## config.mk

```make
export PLATFORM = sky130hd
export DESIGN_NAME = adc_multi_deser
export DESIGN_NICKNAME = d
export VERILOG_FILES = /design/src/rtl/adc_deser_pkg.sv /design/src/rtl/adc_frame_aligner.sv /design/src/rtl/adc_multi_deser.sv
export SDC_FILE = /design/constraint.sdc
export NUM_CORES = 1
export LEC_CHECK = 0
export ABC_AREA = 1
export BUFFER_PORTS_ARGS = -buffer_cell sky130_fd_sc_hd__buf_2
export CAP_MARGIN = 20
export CORE_UTILIZATION = 60
export DETAILED_ROUTE_END_ITERATION = 10
export HOLD_SLACK_MARGIN = 0.05
export PLACE_DENSITY_LB_ADDON = 0.1
export SYNTH_ARGS = -nofsm -noshare
export SYNTH_HDL_FRONTEND = slang
export SYNTH_HIERARCHICAL = 1
export SYNTH_SLANG_ARGS = --single-unit
export TNS_END_PERCENT = 10
```

## constraint.sdc

```tcl
create_clock -name clk -period 3.3 [get_ports clk]
set_clock_uncertainty 0.2 [all_clocks]
set_input_delay 0.165 -clock clk [delete_from_list [all_inputs] [get_ports clk]]
set_output_delay 0.165 -clock clk [all_outputs]
set_load 0.05 [all_outputs]
```

## src/rtl/adc_deser_pkg.sv

```systemverilog
// adc_deser_pkg
// Shared types and helpers for the multi-lane ADC deserializer.
//   deser_state_t : frame aligner FSM state (SEARCH / LOCKED)
//   fco_pattern() : expected FCO word, upper half ones, lower half zeros
//   cnt_width()   : bits needed to hold a count up to and including max_val
// Optional feature macro used by the top: ADC_DESER_PATTERN_CHK_EN.

package adc_deser_pkg;

  localparam int DESER_MIN_WIDTH = 8;
  localparam int DESER_MAX_WIDTH = 16;

  typedef enum logic {
    ST_SEARCH = 1'b0,
    ST_LOCKED = 1'b1
  } deser_state_t;

  // Returned at the maximum width; callers take the low 'width' bits.
  function automatic logic [DESER_MAX_WIDTH-1:0] fco_pattern(input int width);
    logic [DESER_MAX_WIDTH-1:0] p;
    p = '0;
    for (int i = 0; i < DESER_MAX_WIDTH; i++) begin
      if ((i >= width / 2) && (i < width)) p[i] = 1'b1;
    end
    return p;
  endfunction

  function automatic int cnt_width(input int max_val);
    return (max_val < 2) ? 1 : $clog2(max_val + 1);
  endfunction

endpackage

```

## src/rtl/adc_frame_aligner.sv

```systemverilog
// adc_frame_aligner
// Finds the word boundary from the FCO lane and tracks lock.
// Owns the FCO history, the parallel offset search, the free-running
// phase counter, the SEARCH/LOCKED FSM, good/bad counters, slip and locked.
//
//   state     | meaning
//   ----------+-----------------------------------------------------------
//   ST_SEARCH | scanning all offsets each tick, counting repeat matches
//   ST_LOCKED | offset fixed at slip, words emitted each tick, FCO checked
//
// Ports:
//   clk, rstn    bit clock (DCO domain), async active-low reset
//   i_fco_q[1:0] FCO DDR pair, [1] earlier bit
//   i_realign    pulse forcing a re-search
//   o_emit       comb: register lane windows into the output this cycle
//   o_slip       selected bit offset
//   o_locked     alignment locked

module adc_frame_aligner
  import adc_deser_pkg::*;
#(
  parameter int DATA_WIDTH   = 12,
  parameter bit FCO_INVERTED = 1'b0,
  parameter int LOCK_COUNT   = 4,
  parameter int UNLOCK_COUNT = 2
) (
  input  logic                          clk,
  input  logic                          rstn,
  input  logic [1:0]                    i_fco_q,
  input  logic                          i_realign,
  output logic                          o_emit,
  output logic [$clog2(DATA_WIDTH)-1:0] o_slip,
  output logic                          o_locked
);

  localparam int W      = DATA_WIDTH;
  localparam int HALF   = W / 2;
  // Only the newest 2W-1 bits can ever fall inside a window (offset W-1
  // reaches bit 2W-2), so the register keeps 2W-3 bits and the incoming
  // pair completes the view.
  localparam int HW     = 2 * W - 1;
  localparam int SLIP_W = $clog2(W);
  localparam int PH_W   = cnt_width(HALF - 1);
  localparam int GC_W   = cnt_width(LOCK_COUNT);
  localparam int BC_W   = cnt_width(UNLOCK_COUNT);

  localparam logic [DESER_MAX_WIDTH-1:0] FCO_PAT_FULL = fco_pattern(W);
  localparam logic [W-1:0]               FCO_PAT      = FCO_PAT_FULL[W-1:0];

  deser_state_t      r_state;
  logic [PH_W-1:0]   r_phase;
  logic [HW-3:0]     r_fhist;
  logic [HW-1:0]     w_fhist_next;
  logic [SLIP_W-1:0] r_slip;
  logic [SLIP_W-1:0] r_cand;
  logic [SLIP_W-1:0] w_m;
  logic [GC_W-1:0]   r_good;
  logic [GC_W-1:0]   w_good_next;
  logic [BC_W-1:0]   r_bad;
  logic [BC_W-1:0]   w_bad_next;
  logic              r_locked;
  logic              w_tick;
  logic              w_match;
  logic              w_slip_ok;
  logic              w_unlock;

  // Windows are taken from the history including this cycle's pair, so a
  // word whose last pair arrives on the tick is available right after it.
  assign w_fhist_next = {r_fhist, i_fco_q ^ {2{FCO_INVERTED}}};
  assign w_tick       = (r_phase == PH_W'(HALF - 1));
  assign w_slip_ok    = (w_fhist_next[r_slip +: W] == FCO_PAT);

  // Descending scan so the lowest matching offset wins.
  always_comb begin
    w_match = 1'b0;
    w_m     = '0;
    for (int k = W - 1; k >= 0; k--) begin
      if (w_fhist_next[k +: W] == FCO_PAT) begin
        w_match = 1'b1;
        w_m     = SLIP_W'(k);
      end
    end
  end

  always_comb begin
    if (!w_match)
      w_good_next = '0;
    else if (w_m == r_cand)
      w_good_next = (r_good == GC_W'(LOCK_COUNT)) ? r_good : r_good + 1'b1;
    else
      w_good_next = GC_W'(1);
  end

  assign w_bad_next = (r_bad == BC_W'(UNLOCK_COUNT)) ? r_bad : r_bad + 1'b1;

  assign w_unlock = (r_state == ST_LOCKED) && w_tick && !w_slip_ok &&
                    (w_bad_next == BC_W'(UNLOCK_COUNT));

  // The frame that causes unlock is dropped; realign wins over a tick.
  assign o_emit = (r_state == ST_LOCKED) && w_tick && !i_realign && !w_unlock;

  always_ff @(posedge clk or negedge rstn) begin
    if (!rstn) begin
      r_state  <= ST_SEARCH;
      r_phase  <= '0;
      r_fhist  <= '0;
      r_slip   <= '0;
      r_cand   <= '0;
      r_good   <= '0;
      r_bad    <= '0;
      r_locked <= 1'b0;
    end else begin
      r_phase <= w_tick ? '0 : r_phase + 1'b1;
      r_fhist <= w_fhist_next[HW-3:0];
      if (i_realign) begin
        r_state  <= ST_SEARCH;
        r_locked <= 1'b0;
        r_good   <= '0;
        r_bad    <= '0;
        r_cand   <= '0;
      end else if (w_tick) begin
        case (r_state)
          ST_SEARCH: begin
            r_good <= w_good_next;
            if (w_match) r_cand <= w_m;
            if (w_good_next == GC_W'(LOCK_COUNT)) begin
              r_state  <= ST_LOCKED;
              r_locked <= 1'b1;
              r_slip   <= w_m;
              r_bad    <= '0;
            end
          end
          ST_LOCKED: begin
            if (w_slip_ok) begin
              r_bad <= '0;
            end else if (w_unlock) begin
              r_state  <= ST_SEARCH;
              r_locked <= 1'b0;
              r_good   <= '0;
              r_bad    <= '0;
            end else begin
              r_bad <= w_bad_next;
            end
          end
          default: r_state <= ST_SEARCH;
        endcase
      end
    end
  end

  assign o_slip   = r_slip;
  assign o_locked = r_locked;

endmodule

```

## src/rtl/adc_multi_deser.sv

```systemverilog
// adc_multi_deser
// Frame-aligned deserializer for NUM_CH serial-LVDS ADC lanes plus FCO.
// Lane histories, polarity inversion, window mux and the output word
// register live here; boundary search and lock live in adc_frame_aligner.
// Optional macro ADC_DESER_PATTERN_CHK_EN builds a sticky per-lane compare
// of every output word against CHK_PATTERN; otherwise pattern_err is 0.
//
// Ports:
//   clk          bit clock (DCO domain), rising edge
//   rstn         async active-low reset
//   din_q        DDR pairs, lane c at [2c+1] (earlier) / [2c] (later)
//   fco_q        FCO DDR pair, [1] earlier
//   realign      pulse forcing a re-search (also clears pattern_err)
//   des_data     aligned words, lane c at [c*DATA_WIDTH +: DATA_WIDTH]
//   des_valid    one-cycle strobe when des_data updates
//   locked       alignment locked
//   slip         selected bit offset
//   pattern_err  sticky per-lane test-pattern error

module adc_multi_deser
  import adc_deser_pkg::*;
#(
  parameter int                NUM_CH       = 4,
  parameter int                DATA_WIDTH   = 12,
  parameter logic [NUM_CH-1:0] DIN_INV_MASK = '0,
  parameter bit                FCO_INVERTED = 1'b0,
  parameter int                LOCK_COUNT   = 4,
  parameter int                UNLOCK_COUNT = 2
`ifdef ADC_DESER_PATTERN_CHK_EN
  , parameter logic [DATA_WIDTH-1:0] CHK_PATTERN = DATA_WIDTH'(12'hA5C)
`endif
) (
  input  logic                         clk,
  input  logic                         rstn,
  input  logic [2*NUM_CH-1:0]          din_q,
  input  logic [1:0]                   fco_q,
  input  logic                         realign,
  output logic [NUM_CH*DATA_WIDTH-1:0] des_data,
  output logic                         des_valid,
  output logic                         locked,
  output logic [$clog2(DATA_WIDTH)-1:0] slip,
  output logic [NUM_CH-1:0]            pattern_err
);

  localparam int W  = DATA_WIDTH;
  localparam int HW = 2 * W - 1;

  logic                    w_emit;
  logic [$clog2(W)-1:0]    w_slip;
  logic                    w_locked;
  logic [NUM_CH*W-1:0]     w_win_all;
  logic [NUM_CH*W-1:0]     r_des_data;
  logic                    r_des_valid;

  adc_frame_aligner #(
    .DATA_WIDTH   (DATA_WIDTH),
    .FCO_INVERTED (FCO_INVERTED),
    .LOCK_COUNT   (LOCK_COUNT),
    .UNLOCK_COUNT (UNLOCK_COUNT)
  ) u_aligner (
    .clk       (clk),
    .rstn      (rstn),
    .i_fco_q   (fco_q),
    .i_realign (realign),
    .o_emit    (w_emit),
    .o_slip    (w_slip),
    .o_locked  (w_locked)
  );

  for (genvar c = 0; c < NUM_CH; c++) begin : g_lane
    logic [HW-3:0] r_hist;
    logic [HW-1:0] w_hist_next;

    assign w_hist_next = {r_hist, din_q[2*c+1 -: 2] ^ {2{DIN_INV_MASK[c]}}};
    assign w_win_all[c*W +: W] = w_hist_next[w_slip +: W];

    always_ff @(posedge clk or negedge rstn) begin
      if (!rstn) r_hist <= '0;
      else       r_hist <= w_hist_next[HW-3:0];
    end
  end

  always_ff @(posedge clk or negedge rstn) begin
    if (!rstn) begin
      r_des_data  <= '0;
      r_des_valid <= 1'b0;
    end else begin
      r_des_valid <= w_emit;
      if (w_emit) r_des_data <= w_win_all;
    end
  end

`ifdef ADC_DESER_PATTERN_CHK_EN
  logic [NUM_CH-1:0] r_pat_err;

  always_ff @(posedge clk or negedge rstn) begin
    if (!rstn) begin
      r_pat_err <= '0;
    end else if (realign) begin
      r_pat_err <= '0;
    end else if (w_emit) begin
      for (int c = 0; c < NUM_CH; c++) begin
        if (w_win_all[c*W +: W] != CHK_PATTERN) r_pat_err[c] <= 1'b1;
      end
    end
  end

  assign pattern_err = r_pat_err;
`else
  assign pattern_err = '0;
`endif

  assign des_data  = r_des_data;
  assign des_valid = r_des_valid;
  assign locked    = w_locked;
  assign slip      = w_slip;

endmodule

```

==> Word-level counts from Yosys, hierarchy flattened <==
Cells that the tools add are included.
{ "totals": {"register_bits": 172, "input_bits": 13, "out_inout_bits": 58, "word_cells": 118} }
{ "op_classes": {"add_sub_neg": 3, "eq_ne": 23, "n_shift": 5, "mux": 56, "bitwise_logic": 2, "n_reduce_logical": 15} }
{ "op_table": {"columns": ["operator", "n"], "rows": [
  ["12-bit equality test (second input constant)", 13],
  ["23-bit by 5-bit indexed part select with 12-bit output", 5],
  ["4-bit 2-to-1 mux", 16],
  ["3-bit 2-to-1 mux", 8],
  ["1-bit 2-to-1 mux", 22],
  ["2-bit 2-to-1 mux", 6],
  ["3-bit equality test (second input constant)", 3],
  ["4-bit AND reduction", 2],
  ["3-bit by 1-bit adder with 3-bit output (second input constant)", 2],
  ["3-bit != test (second input constant)", 2],
  ["3-bit case mux with 2 select lines", 1],
  ["3-bit AND reduction", 2],
  ["1-bit logical AND", 5],
  ["2-bit equality test (second input constant)", 2],
  ["4-bit equality test", 1],
  ["1-bit case mux with 2 select lines", 2],
  ["2-bit case mux with 2 select lines", 1],
  ["2-bit nonzero test", 2],
  ["1-bit logical NOT", 3],
  ["3-bit by 2-bit != test with 1-bit output (second input constant)", 1],
  ["2-bit by 1-bit adder with 2-bit output (second input constant)", 1],
  ["2-bit != test (second input constant)", 1],
  ["1-bit NOT", 2],
  ["2-bit AND reduction", 1]
]} }

==> Logic depth before layout (Yosys ltp) <==
Gate-level depths: netlist of run 1.
{ "logic_depth": {"ltp_word": 21, "mapped_depth": 21, "mapped_depth_nobuf": 19} }

==> Modules after synthesis <==
Netlist of run 1, hierarchy kept.
{ "by_module_without_submodules": {"columns": ["module", "instances", "cells_each", "area_per_inst_um2", "seq_area_each_um2"], "rows": [
  ["adc_multi_deser", 1, 1017, 7254.5, 3328.2],
  ["adc_frame_aligner", 1, 395, 2591.2, 975.9]
]} }

==> Least setup slack after synthesis of run 1 <==
No wires, ideal clock.
{ "synth_timing": {"path_kind": "register to register", "startpoint": "reg u_aligner.r_slip[0] (netlist: u_aligner/o_slip[0])", "endpoint": "reg r_des_data[19] (netlist: des_data[19])", "setup_ps": 77, "arrival_time_ps": 2833, "t_required_ps": 3023, "setup_slack_ps": 190, "path_stages_with_launch": 20, "path_buffers": 4, "path_cell_list": "dfrtp_1 > inv_1 > buf_2 > nand2_1 > nand3_1 > nand2_1 > nand2_1 > nand2_1 > nand2_1 > nor2_1 > nand2_1 > nand2_1 > nand3_1 > nand4_1 > and3_1 > clkbuf_1 > buf_2 > clkbuf_1 > nor2_1 > a21oi_1"} }
{ "synth_between": {"elab_chain_cells": 7, "elab_cells_between_ends": 8, "cone_classes": "eq/ne (1); shift (2); reduce/logical (5)"} }
{ "synth_rtl": {"columns": ["item", "line", "source"], "rows": [
  ["start: declaration", "adc_frame_aligner.sv:54", "logic [SLIP_W-1:0] r_slip;"],
  ["start signal: assignment", "adc_frame_aligner.sv:129", "r_slip <= w_m;"],
  ["23-bit by 5-bit indexed part select with 12-bit output", "adc_frame_aligner.sv:71", "assign w_slip_ok = (w_fhist_next[r_slip +: W] == FCO_PAT);"],
  ["12-bit equality test", "adc_frame_aligner.sv:71", null],
  ["1-bit logical NOT", "adc_frame_aligner.sv:96", "assign w_unlock = (r_state == ST_LOCKED) && w_tick && !w_slip_ok &&"],
  ["1-bit logical AND (2 in series)", "adc_frame_aligner.sv:96", null],
  ["1-bit logical NOT", "adc_frame_aligner.sv:100", "assign o_emit = (r_state == ST_LOCKED) && w_tick && !i_realign && !w_unlock;"],
  ["1-bit logical AND", "adc_frame_aligner.sv:100", null],
  ["net w_emit", "adc_multi_deser.sv:48", "logic w_emit;"],
  ["end signal: assignment", "adc_multi_deser.sv:89", "if (w_emit) r_des_data <= w_win_all;"],
  ["end: declaration", "adc_multi_deser.sv:52", "logic [NUM_CH*W-1:0] r_des_data;"]
]} }
The timed path passes the listed nets, and every way through them passes these cells.
A chain may end at the register's enable or synchronous reset.

==> Final worst setup path of run 1 <==
{ "layout_timing": {"startpoint": "reg u_aligner.r_slip[0] (netlist: u_aligner/o_slip[0])", "endpoint": "reg r_des_data[33] (netlist: des_data[33])"} }
Same word-level chain as after synthesis.

==> run metrics, run 1 <==
post-layout instance area=approximately 0.011 sq mm; largest net degree at the start of global routing=97; Synth cell types=34; Worst-Skew Late Latency=~0.43 ns; Worst Hold Class=input pin to asynchronous set/reset pin; GRT overflow=0; sw frac=0.245; CP Cell Sequence=clkinvlp_4 > buf_12 > nand2_1 > nand3_1 > nand2_1 > nand2_1 > nand2_1 > nand2_1 > nor2_1 > nand2_1 > nand2_1 > nand3_1 > nand4_1 > and3_4 > inv_1 > a21oi_1 > nand2_1 > a21oi_1 > nor2_1; vias in the first global route=between 8k and 9k; f_max=about 330 MHz; Synth top area share=0.437; register area share after synthesis=0.437; Final Hold Viols=0; reported max-cap violation count=0; number of synthesized register bits=~170; relative slew slack=0.346; Post-synth EDFFs=0; largest family of logic cells by synthesized area=simple AND/OR/NAND/NOR gates; DR vias=10.0k; Placed Area=a little over 0.01 sq mm; HPWL after DPL=between 15000 and 20000 microns; element type at the critical path start=flop; final WL=~27000 microns; ANT cells=0; Syn Inst Count=roughly 1.4k; Synth Area in XOR/XNOR=0.00267; worst vdd ir=~0.00037 V; period utilisation layout=0.930; DRT iter0 DRCs=between 1k and 1.5k; first-pass GRT wire length=~44000 microns; sequential power share=0.512; simple-gate share of the synthesized area=0.454; Fin Setup TNS=0 ns; combinational share of power=0.068; Synth Area in Compound Gates=0.0348; mux cell area share after synthesis=0; commonest cells in the netlist=nand2_1, nand3_1, dfrtp_1; Overall Power=approximately 4.4 mW; CP Capture Type=flop; die height=130 microns; DIE WIDTH=~130 microns; Avg Vias per Cell=between 5 and 6; top-count cell post-synth=nand2_1; RSZ-0062 raised after global routing=false; DR WL/cell=16.4 microns; DR DRC count=0; pwr dens=roughly 400 mW/mm^2; nets=~1.5k; adder-cell share of the synthesized area=0.00381; die area=roughly 0.017 sq mm; Max clock buf depth=2; Crit path top cell by count=nand2_1; Post-synth ARST share=1.00; minimum clock period=between 3 and 4 ns; Syn Area/Cell=approximately 7 sq um; Crit path arrival time=between 3 and 4 ns; ranking of synthesized cells by area=dfrtp_1, nand3_1, nand2_1; Clock power frac=0.420; Slowest-stage cell, CP=dfrtp_4; antenna violations before repair=0; Crit Path Max Fanout=13; Most used DFF post-synth=dfrtp_1; Yosys top cell by area=dfrtp_1; core area=roughly 0.016 sq mm; GPL Wtd Cong=roughly 0.9; LEAKAGE=between 5 and 6 nW; fin cells=about 1.7k; Crit Path Class=flop to flop; total CTS buffers=17; area delta synth->final=10.3%; measured slew at the worst slew-check pin=0.981 ns; Psw=approximately 1.1 mW; row count=46; PortBufs=66; Pint=3.30 mW; Starting Density=0.618; clock transition at the registers of the reported paths=around 0.060 ns; CP peak stage delay=0.51 ns; Post-Syn Area=about 0.01 sq mm; drt pass-1 iters=6; CTS tree=built; status=completed; Finish-stage setup viols=0; I/O pin count=between 70 and 80; Slew Limit Fails=0; H-tree depth=4; Placed Cells=around 1.6k; Syn. warnings=6; Root Driver=clkbuf_16; share of cells above drive strength 1=0.0974; Worst EP required=between 3 and 4 ns; Final ANT Viol Nets=0; sinks on the clock net=roughly 170; total track usage=0.334
[per-stage QoR]
| stage | util | setup WS, ns | hold WS (ns) |
|---|---|---|---|
| 3_5_place_dp | 0.637 | 0.267 | 0.0855 |
| 6_report | 0.681 | 0.232 | 0.151 |
| 4_1_cts | 0.677 | 0.218 | 0.187 |
| 3_3_place_gp | 0.637 | 0.320 | 0.0757 |
| 2_1_floorplan | - | 0.190 | -0.331 |
| 5_1_grt | 0.681 | 0.00215 | 0.200 |
[path summary, 6_finish.rpt]
path	startpoint	endpoint	slack [ns]	cells after the start
setup / recovery	u_aligner/o_slip[0]	des_data[33]	0.23	19
hold / removal	rstn	g_lane[0].r_hist[19]	0.15	2
setup reg to reg	u_aligner/o_slip[0]	des_data[33]	0.23	19
hold reg to reg	u_aligner/r_fhist[3]	u_aligner/r_fhist[5]	0.19	0
max in group asynchronous	rstn	g_lane[3].r_hist[12]	1.77	3
min in group clk	u_aligner/r_fhist[3]	u_aligner/r_fhist[5]	0.19	0
[metal layers]
| layer | up-vias | track usage | share of wire | wire [microns] |
|---|---|---|---|---|
| met3 | 52 | 0.0599 | 0.097 | 2650 |
| met5 | - | 0 | 0 | 0 |
| li1 | 4726 | - | - | - |
| met4 | 0 | 0.0978 | 0.022 | 600 |
| met1 | 4677 | 0.493 | 0.44 | 12000 |
| met2 | 545 | 0.501 | 0.44 | 12100 |
[placed cells by master, fill, tap and decap left out, types with 2 or more instances in the layout]
cell type      count
a21oi_1           40
buf_12             4
buf_2             65
buf_4             11
clkbuf_1           7
clkbuf_16         18
clkinv_2           2
clkinvlp_4         5
conb_1             4
dfrtp_1          169
dfrtp_2            2
dlygate4sd3_1     12
ha_1               3
inv_1             43
inv_2             10
nand2_1          479
nand2_2            4
nand3_1          384
nand3_2            4
nand3b_1           2
nand4_1            6
nor2_1           132
nor2_2             4
nor2_4             3
nor3_1             6
o21ai_0           18
o21ai_1            3
o22ai_1            2
xnor2_1            2
[worst max-delay path: cells and delay by family, from the launching register on]
| kind | cells | cell delay, ns |
|---|---|---|
| AO/OA/AOI/OAI | 2 | 0.31 |
| buffers and inverters | 3 | 0.56 |
| flip-flops | 1 | 0.51 |
| AND/OR/NAND/NOR | 14 | 1.37 |
[final cells by class]
cell class | instances | area [sq um]
fill | 1396 | 5080
inverter | 56 | 216
multi-input combinational | 1104 | 4890
clock inverter | 7 | 70.1
sequential | 172 | 4310
tap | 216 | 270
timing repair buffer | 95 | 652
clock buffer | 24 | 452
[power by group through the flow]
stage                     sequential, mW  clock [mW]  combinational (mW)
after detailed placement            2.28           0               0.280
after global placement              2.28           0               0.276
final                               2.24        1.84               0.296
after global routing                2.25        1.95               0.337
after floorplan                     2.27           0               0.181
after CTS                           2.24        1.85               0.294
[registers in the layout (all words and copies together) (netlist names)]
| name | count |
|---|---|
| u_aligner/r_state | 1 |
| des_data | 48 |
| des_valid | 1 |
| u_aligner/o_locked | 1 |
| u_aligner/r_cand | 4 |
| u_aligner/o_slip | 4 |
| g_lane.r_hist | 84 |
| u_aligner/r_phase | 3 |
| u_aligner/r_fhist | 21 |
| u_aligner/r_bad | 2 |
| u_aligner/r_good | 3 |
[cell families (layout without fill, tap and decap cells)]
group	count (synthesis)	count (layout)
adders and majority gates	3	3
DFF	172	172
and+or+nand+nor	1028	1028
other	1	4
buffers and inverters	139	182
AOI/OAI and AO/OA	66	66
xor gates and xnor gates	3	3
[timing repair]
item | in CTS | in global routing
setup buffers | 0 | 3
hold buffers | 12 | 0
endpoints found under the hold margin | 106 | 0
gates resized for setup | 0 | 2
endpoints found under the setup margin | 0 | 46
Note: power is estimated with default switching activity, not from simulation.
==> run 2, diff against run 1 <==
- GPL_TIMING_DRIVEN: default -> 0
- clock period: 3.3 -> 3.7 ns (I/O delays scaled with it)
==> run metrics, run 2 (same netlist as run 1, synthesis figures left out) <==
status=completed; Final ANT Viol Nets=0 (unchanged); R2R depth=17 (-2); measured slew at the worst slew-check pin=0.687 ns (-0.294 ns); total track usage=0.411 (+0.0771); nets=1530 (+4.7%); final WL=33100 microns (+21%); PortBufs=66 (unchanged); pwr dens=360 mW/mm^2 (-11%); LEAKAGE=5.85 nW (+5.0%); Final Hold Viols=0 (unchanged); CTS tree=built; DIE WIDTH=130 microns (unchanged); Slew Limit Fails=0 (unchanged); Fin Hold WS=0.126 ns (-0.0250 ns); HPWL after DPL=25000 microns (+39%); Finish-stage setup viols=0 (unchanged); Max clock buf depth=2 (unchanged); Starting Density=0.618 (unchanged); die area=0.0169 sq mm (unchanged); element type at the critical path start=flop; first-pass GRT wire length=51400 microns (+17%); Root Driver=clkbuf_16; GRT overflow=0 (unchanged); reported max-cap violation count=0 (unchanged); period utilisation layout=0.944 (+0.0144); relative slew slack=0.542 (+0.196); r2r setup slk=0.21 ns (-0.03 ns); Worst Hold Class=input pin to asynchronous set/reset pin; minimum clock period=3.49 ns (+0.425 ns); post-placement setup slack=-0.173 ns (-0.440 ns); max reg flops=84 (unchanged); Crit path arrival time=3.67 ns (+0.48 ns); vias in the first global route=9633 (+11%); commonest non-fill, non-tap cells in the layout=nand2_1, nand3_1, dfrtp_1; final core utilization=0.704 (+0.0225); CP Capture Type=flop; sinks on the clock net=172 (unchanged); f_max=286 MHz (-12%); die height=130 microns (unchanged); Fillers=1403 (+0.50%); Fin Setup TNS=0 ns (unchanged); DRT iter0 DRCs=1379 (-2.1%); DR DRC count=0 (unchanged); commonest non-fill, non-tap cell in the layout=nand2_1; Worst EP required=3.87 ns (+0.45 ns); share of cells above drive strength 1=0.133 (+0.0355); worst vdd ir=0.000306 V (-17%); core area=0.0159 sq mm (unchanged); most flop-heavy register=g_lane.r_hist; final worst slack=0.207 ns (-0.0250 ns); row count=46 (unchanged); largest net degree at the start of global routing=99 (+2.1%); Crit Path Class=flop to flop; Worst-Skew Late Latency=0.44 ns (about the same); clock transition at the registers of the reported paths=0.07 ns (about the same); GPL Wtd Cong=0.997 (+9.6%); area taken by multi-input logic gates=0.00490 sq mm (+0.10%); total CTS buffers=17 (unchanged); area delta synth->final=14.0%; DR vias=10.6k (+5.8%); H-tree depth=4 (unchanged); ANT cells=0 (unchanged); Avg Vias per Cell=6.07 (+1.6%); antenna violations before repair=0 (unchanged); Overall Power=4.04 mW (-7.6%); Crit Path Max Fanout=10 (-3); I/O pin count=71 (unchanged); DR WL/cell=19.0 microns (+16%); register area=0.00430 sq mm (-0.14%); drt pass-1 iters=6 (unchanged)
## run 2: cell count changes in the layout (fill, tap and decap cells not counted), sizes merged
cell	before	now
inv	54	60
clkbuf	26	35
clkinvlp	5	2
clkinv	3	7
buf	81	134
## run 2: worst max-delay path, stage by stage (launching register included)
cell      delay (ns)
dfrtp_1         0.50
inv_2           0.14
clkbuf_4        0.23
a21oi_1         0.15
o21ai_0         0.14
nor2_1          0.11
nand2_1         0.07
nand2_1         0.06
nand3_1         0.10
nand2_1         0.10
nand3_2         0.15
nand4_1         0.16
and3_1          0.21
clkbuf_2        0.24
buf_2           0.28
buf_2           0.27
nand3_1         0.21
nand2_1         0.11
## run 2: per-stage QoR
stage               area (sq um)  cells
global placement           10500   1697
floorplan                   9860   1415
CTS                        11200   1742
global route               11200   1743
finish                     11200   1743
detailed placement         10500   1698
## run 2: metal layers
metal | GRT usage | part of all wire | vias up
li1 | - | - | 4842
met5 | 0 | 0 | -
met2 | 0.623 | 0.44 | 700
met4 | 0.220 | 0.048 | 0
met3 | 0.0861 | 0.10 | 121
met1 | 0.555 | 0.41 | 4920
## run 2: where the power goes
part	internal (mW)	total (mW)	leakage [nW]	switching, mW
sequential	1.94	2.00	2.13	0.0599
clock	0.958	1.76	0.280	0.802
combinational	0.0893	0.280	3.43	0.190
total	2.99	4.04	5.85	1.05
## run 2: final timing paths
check	start	endpoint
setup / recovery	u_aligner/o_slip[1]	des_data[3]
hold / removal	rstn	g_lane[3].r_hist[20]
setup reg to reg	u_aligner/o_slip[1]	des_data[3]
hold reg to reg	u_aligner/r_fhist[3]	u_aligner/r_fhist[5]
max in group asynchronous	rstn	g_lane[1].r_hist[4]
min in group clk	u_aligner/r_fhist[3]	u_aligner/r_fhist[5]
## run 2: what timing repair did
item | 4_1_cts | 5_1_grt
hold endpoints to repair | 102 | 0
resized for setup | 6 | 7
endpoints found under the setup margin | 25 | 45
buffers inserted | 0 | 1
pin swaps | 0 | 1
hold buffers | 12 | 0
cloned | 0 | 0
## run 2: cell type report
cell class	count	share of cell area
inverters	56	0.0190
flip-flops and latches	172	0.384
plain buffers	83	0.0416
well taps	216	0.0241
clock buffers	18	0.0391
clock inverters	14	0.0122
multi-input cells	1104	0.436
repair buffers	80	0.0442
